File: src/rtl/r88_pkg.sv
// rtl/r88_pkg.sv - shared state codes, interrupt causes and vector addresses
package r88_pkg;

  localparam logic [2:0] ST_IDLE     = 3'd0;
  localparam logic [2:0] ST_BOOT     = 3'd1;
  localparam logic [2:0] ST_PUSH_PCH = 3'd2;
  localparam logic [2:0] ST_PUSH_PCL = 3'd3;
  localparam logic [2:0] ST_PUSH_FLG = 3'd4;
  localparam logic [2:0] ST_VEC_LO   = 3'd5;
  localparam logic [2:0] ST_VEC_HI   = 3'd6;
  localparam logic [2:0] ST_DONE     = 3'd7;

  localparam logic [1:0] CAUSE_NONE  = 2'd0;
  localparam logic [1:0] CAUSE_RESET = 2'd1;
  localparam logic [1:0] CAUSE_NMI   = 2'd2;
  localparam logic [1:0] CAUSE_IRQ   = 2'd3;

  localparam logic [15:0] VEC_NMI   = 16'hFFFA;
  localparam logic [15:0] VEC_RESET = 16'hFFFC;
  localparam logic [15:0] VEC_IRQ   = 16'hFFFE;

  function automatic logic [15:0] vecBase(input logic [1:0] cause);
    case (cause)
      CAUSE_NMI: vecBase = VEC_NMI;
      CAUSE_IRQ: vecBase = VEC_IRQ;
      default:   vecBase = VEC_RESET;
    endcase
  endfunction

endpackage

File: src/rtl/r88_edge_det.sv
// rtl/r88_edge_det.sv - rising-edge detector against a registered previous sample
module r88_edge_det (
  input  logic clk,
  input  logic rstN,
  input  logic sig,
  output logic rise
);

  logic prevSig;

  always_ff @(posedge clk or negedge rstN) begin
    if (!rstN) prevSig <= 1'b0;
    else       prevSig <= sig;
  end

  assign rise = sig & ~prevSig;

endmodule

File: src/rtl/r88_int_seq.sv
// rtl/r88_int_seq.sv - reset/NMI/IRQ entry sequencer: stack pushes and vector fetch
module r88_int_seq
  import r88_pkg::*;
(
  input  logic        sysClock,
  input  logic        sysResetN,
  input  logic        resetReq,
  input  logic        nmiReq,
  input  logic        irq,
  input  logic        irqEn,
  input  logic        instrBoundary,
  input  logic        busAck,
  output logic        busReq,
  output logic        busWrite,
  output logic [2:0]  seqStep,
  output logic [15:0] vecAddr,
  output logic        haltDecoder,
  output logic        loadPCLow,
  output logic        loadPCHigh,
  output logic        clearIrqEn,
  output logic        intDone,
  output logic [1:0]  intCause
);

  logic [2:0] state, stateNext;
  logic [1:0] cause, causeNext;
  logic       nmiPending, nmiRise, nmiTake;

  r88_edge_det uNmiEdge (
    .clk  (sysClock),
    .rstN (sysResetN),
    .sig  (nmiReq),
    .rise (nmiRise)
  );

  always_comb begin
    stateNext = state;
    causeNext = cause;
    nmiTake   = 1'b0;
    case (state)
      ST_IDLE: begin
        if (instrBoundary) begin
          if (nmiPending) begin
            stateNext = ST_PUSH_PCH;
            causeNext = CAUSE_NMI;
            nmiTake   = 1'b1;
          end else if (irq && irqEn) begin
            stateNext = ST_PUSH_PCH;
            causeNext = CAUSE_IRQ;
          end
        end
      end
      ST_BOOT:     stateNext = ST_VEC_LO;
      ST_PUSH_PCH: if (busAck) stateNext = ST_PUSH_PCL;
      ST_PUSH_PCL: if (busAck) stateNext = ST_PUSH_FLG;
      ST_PUSH_FLG: if (busAck) stateNext = ST_VEC_LO;
      ST_VEC_LO:   if (busAck) stateNext = ST_VEC_HI;
      ST_VEC_HI:   if (busAck) stateNext = ST_DONE;
      ST_DONE: begin
        stateNext = ST_IDLE;
        causeNext = CAUSE_NONE;
      end
      default:     stateNext = ST_IDLE;
    endcase
    // Soft reset overrides everything, including a bus step completing this cycle.
    if (resetReq) begin
      stateNext = ST_VEC_LO;
      causeNext = CAUSE_RESET;
      nmiTake   = 1'b1;
    end
  end

  always_ff @(posedge sysClock or negedge sysResetN) begin
    if (!sysResetN) begin
      state      <= ST_BOOT;
      cause      <= CAUSE_RESET;
      nmiPending <= 1'b0;
    end else begin
      state      <= stateNext;
      cause      <= causeNext;
      // A fresh edge wins over the clear so an NMI arriving at entry is not lost.
      nmiPending <= nmiRise | (nmiPending & ~nmiTake);
    end
  end

  always_comb begin
    busReq   = 1'b0;
    busWrite = 1'b0;
    vecAddr  = 16'h0000;
    case (state)
      ST_PUSH_PCH, ST_PUSH_PCL, ST_PUSH_FLG: begin
        busReq   = 1'b1;
        busWrite = 1'b1;
      end
      ST_VEC_LO: begin
        busReq  = 1'b1;
        vecAddr = vecBase(cause);
      end
      ST_VEC_HI: begin
        busReq  = 1'b1;
        vecAddr = vecBase(cause) + 16'd1;
      end
      default: ;
    endcase
  end

  assign seqStep     = state;
  assign intCause    = cause;
  assign haltDecoder = (state != ST_IDLE);
  assign loadPCLow   = (state == ST_VEC_LO) && busAck && !resetReq;
  assign loadPCHigh  = (state == ST_VEC_HI) && busAck && !resetReq;
  assign intDone     = (state == ST_DONE);
  assign clearIrqEn  = (state == ST_DONE);

endmodule

File: config.mk
export PLATFORM = sky130hd
export DESIGN_NAME = r88_int_seq
export DESIGN_NICKNAME = d
export VERILOG_FILES = /design/src/rtl/r88_pkg.sv /design/src/rtl/r88_edge_det.sv /design/src/rtl/r88_int_seq.sv
export SDC_FILE = /design/constraint.sdc
export NUM_CORES = 1
export LEC_CHECK = 0
export CORE_MARGIN = 2
export CORE_UTILIZATION = 36
export CTS_BUF_LIST = sky130_fd_sc_hd__clkbuf_4
export CTS_CLUSTER_DIAMETER = 100
export DETAILED_ROUTE_END_ITERATION = 10
export MAX_ROUTING_LAYER = met4
export PLACE_DENSITY = 0.89
export SYNTH_ARGS = -nofsm -noshare
export SYNTH_HDL_FRONTEND = slang
export SYNTH_HIERARCHICAL = 1
export SYNTH_SLANG_ARGS = --single-unit
File: constraint.sdc
create_clock -name sysClock -period 2.2 [get_ports sysClock]
set_clock_uncertainty 0.05 [all_clocks]
set_input_delay 0.44 -clock sysClock [delete_from_list [all_inputs] [get_ports sysClock]]
set_output_delay 0.44 -clock sysClock [all_outputs]
set_load 0.01 [all_outputs]
==> results.py <==
metrics = {
    "layout": {
        "area_growth_pct": 67.3,
        "layout.cells.non_filler": 112,
        "n_antenna_cell": 0,
        "layout-drive-gt1-share_pct": 25.0,
        "final_nets": 105,
        "final_cell_mix": "dlygate4sd2_1, clkdlybuf4s50_1, buf_4",
        "layout_commonest_cell": "dlygate4sd2_1",
    },
    "placement": {
        "dp_hpwl_um": 1000,
        "finalWeightedCongestion": 0.804,
        "port_buffers": 35,
        "placedCellCount": 105,
    },
    "timing": {
        "slew_headroom_pct": 79.6,
        "max_freq_mhz": 464,
        "min_period_ns": 2.16,
        "finalSetupViolCount": 0,
        "worst_pin_slew_ns": 0.305,
        "slew_violations": 0,
        "hold_viol_final": 0,
        "fin_crit_sh_pct": 98.0,
        "rsz0062_at_grt": "no",
    },
    "power_and_ir_drop": {
        "switchingPower_mw": 0.189,
        "pwr-share-seq_pct": 27.5,
        "p_comb_share_pct": 49.8,
        "clkPwrFrac_pct": 22.7,
        "leakagePower_nw": 0.453,
        "p_total_mw": 0.557,
        "irDropWorstVdd_v": 0.000391,
        "intPower_mw": 0.368,
        "power_density_nw_per_um2": 609,
        "netSwitchingFraction_pct": 33.9,
    },
    "clock_network": {
        "cts_buffers": 3,
        "clock_sinks": 7,
        "clk_latency_ns": 0.24,
        "tritoncts": "yes",
        "htree_num_levels": 1,
        "cts_buffer_depth": 2,
        "clockRootBuffer": "clkbuf_4",
        "path_clk_slew_ns": 0.05,
        "cts-hold-fix-buffers": 0,
    },
    "logic_synthesis": {
        "synth_mux_area_share_pct": 1.83,
        "synth.distinct_cells": 23,
        "synth-adder-area-share_pct": 0,
        "yosysSeqAreaShare_pct": 32.5,
        "syn-mean-instance-area_um2": 8.54,
        "syn-num-nets": 72,
        "synth_top_family_by_area": "simple AND/OR/NAND/NOR gates",
        "syn_area_um2": 547,
        "ys_ff_latch": 7,
        "synth_compound_area_share_pct": 15.1,
        "yosysWarnings": 6,
        "synthCells": 64,
        "yosys.area_share.simple_pct": 26.3,
        "synth_xor_area_share_pct": 1.60,
    },
    "drt": {
        "wl_per_cell_um": 11.8,
        "viasPerCell": 4.82,
        "drcViolationCount": 0,
        "dr.pass1.iters": 2,
        "drt_wl_total_um": 1320,
        "vias": 540,
        "ant_nets": 0,
        "first_iter_violations": 3,
    },
    "critical_path": {
        "slowest_delay_ns": 0.57,
        "cp.arrival_ns": 1.67,
        "critPathLaunchType": "flip-flop",
        "crit_type": "flip-flop to primary output",
        "reg2reg_slack_ns": 0.84,
        "worst-endpoint-required_ns": 1.71,
        "slowest_stage": "dfstp_2",
        "critical_path.endpoint_type": "primary output",
        "r2r_start": "seqStep[1]",
        "cp-startpoint": "seqStep[0]",
        "crit_path_cell_trace": "xor2_2, and3_1, clkdlybuf4s50_1",
        "reg2regPathDepth": 4,
        "cp_max_fo": 2,
    },
    "global_route": {
        "grt_pass1_wl_um": 2060,
        "grt_antenna_before_repair": 0,
        "grt_max_degree": 12,
        "first_global_vias": 509,
        "grt_overflow": 0,
        "grt_usage_pct": 15.2,
    },
    "die": {
        "core_um2": 1470,
        "die_y_um": 43.0,
        "rows": 14,
        "die_x_um": 43.0,
        "pin_count": 36,
        "start_util_pct": 37.2,
        "die_area_um2": 1850,
    },
    "flow_run": {
        "maxCapViolCount": 0,
    },
    "hold_path": {
        "hold_path_class": "input port to asynchronous set/reset pin",
    },
    "status": {
        "status": "complete, no violations",
    },
}
[state kept, by name, summed over array words and instances, names as in the netlist]
name,flops
intCause,2
uNmiEdge/prevSig,1
seqStep,3
nmiPending,1
[stage by stage]
stage | instance area, um2 | TNS [ns] | utilization (%) | setup WS [ns] | hold slack (ns)
final | 915 | 0 | 62.2 | 0.0432 | 0.398
after global routing | 915 | 0 | 62.2 | 0.00771 | 0.408
after CTS | 910 | -0.00792 | 61.8 | -0.00792 | 0.395
after detailed placement | 850 | -0.0396 | 57.7 | -0.0349 | 0.513
after global placement | 850 | 0 | 57.7 | 0.0318 | 0.499
after floorplan | 547 | 0 | - | 0.248 | 0.0944
[synthesized netlist by cell type (all sizes together)]
| library cell | instances | area [um2] |
|---|---|---|
| nand2 | 5 | 18.8 |
| nand4 | 1 | 6.26 |
| mux2i | 1 | 10.0 |
| a21o | 3 | 22.5 |
| buf | 16 | 113 |
| nor3 | 3 | 15.0 |
| nor2 | 3 | 11.3 |
| nor2b | 1 | 13.8 |
| a31oi | 2 | 12.5 |
| xor2 | 1 | 8.76 |
| or2 | 1 | 6.26 |
| nand3 | 1 | 5.00 |
| nor4b | 1 | 23.8 |
| and3 | 2 | 12.5 |
| dfrtp | 5 | 125 |
| a21oi | 3 | 15.0 |
| o21ai | 3 | 15.0 |
| dfstp | 2 | 52.6 |
| a311o | 1 | 10.0 |
| nand2b | 5 | 31.3 |
| inv | 3 | 11.3 |
| o21bai | 1 | 7.51 |
[per-layer routing]
metal	global-route usage, %	wire, um
met1	17.3	499
met3	2.98	109
met2	25.5	696
met4	7.27	14
met5	-	0
[power by group through the flow]
stage,clock network (mW),registers (mW),logic (mW)
2_1_floorplan,0,0.154,0.179
3_3_place_gp,0,0.152,0.293
3_5_place_dp,0,0.152,0.299
4_1_cts,0.132,0.153,0.281
5_1_grt,0.139,0.154,0.301
6_report,0.126,0.153,0.277
[logic make-up after synthesis]
| logic type | after synthesis |
|---|---|
| AND/OR/NAND/NOR | 23 |
| XOR/XNOR | 1 |
| buffers and inverters | 19 |
| AO/OA/AOI/OAI | 13 |
| multiplexers | 1 |
| flip-flops | 7 |
[final cells by class]
class	count	area (um2)
well taps	16	20.0
fillers	153	557
multi-input cells	38	268
repair buffers	43	397
repair inverters	1	7.51
flip-flops and latches	7	179
inverters	3	13.8
clock buffers	4	30.0
[repair_timing]
item	in CTS	in global routing
buffers inserted	2	0
gates cloned	1	0
hold endpoints to repair	0	0
setup endpoints to repair	20	2
pin swaps	0	0
gates resized for setup	26	2
[worst max-delay path: cells and delay by family (launching register included)]
| kind | cells | cell delay, ns |
|---|---|---|
| buf+inv | 1 | 0.53 |
| simple gates | 1 | 0.17 |
| flops | 1 | 0.57 |
| xor+xnor | 1 | 0.16 |
[final timing paths]
check,end
max in group asynchronous,seqStep[0]
max reg2reg,intCause[1]
min in group sysClock,nmiPending
min,nmiPending
max,vecAddr[1]
min reg2reg,nmiPending
(Power assumes the default switching activity.)
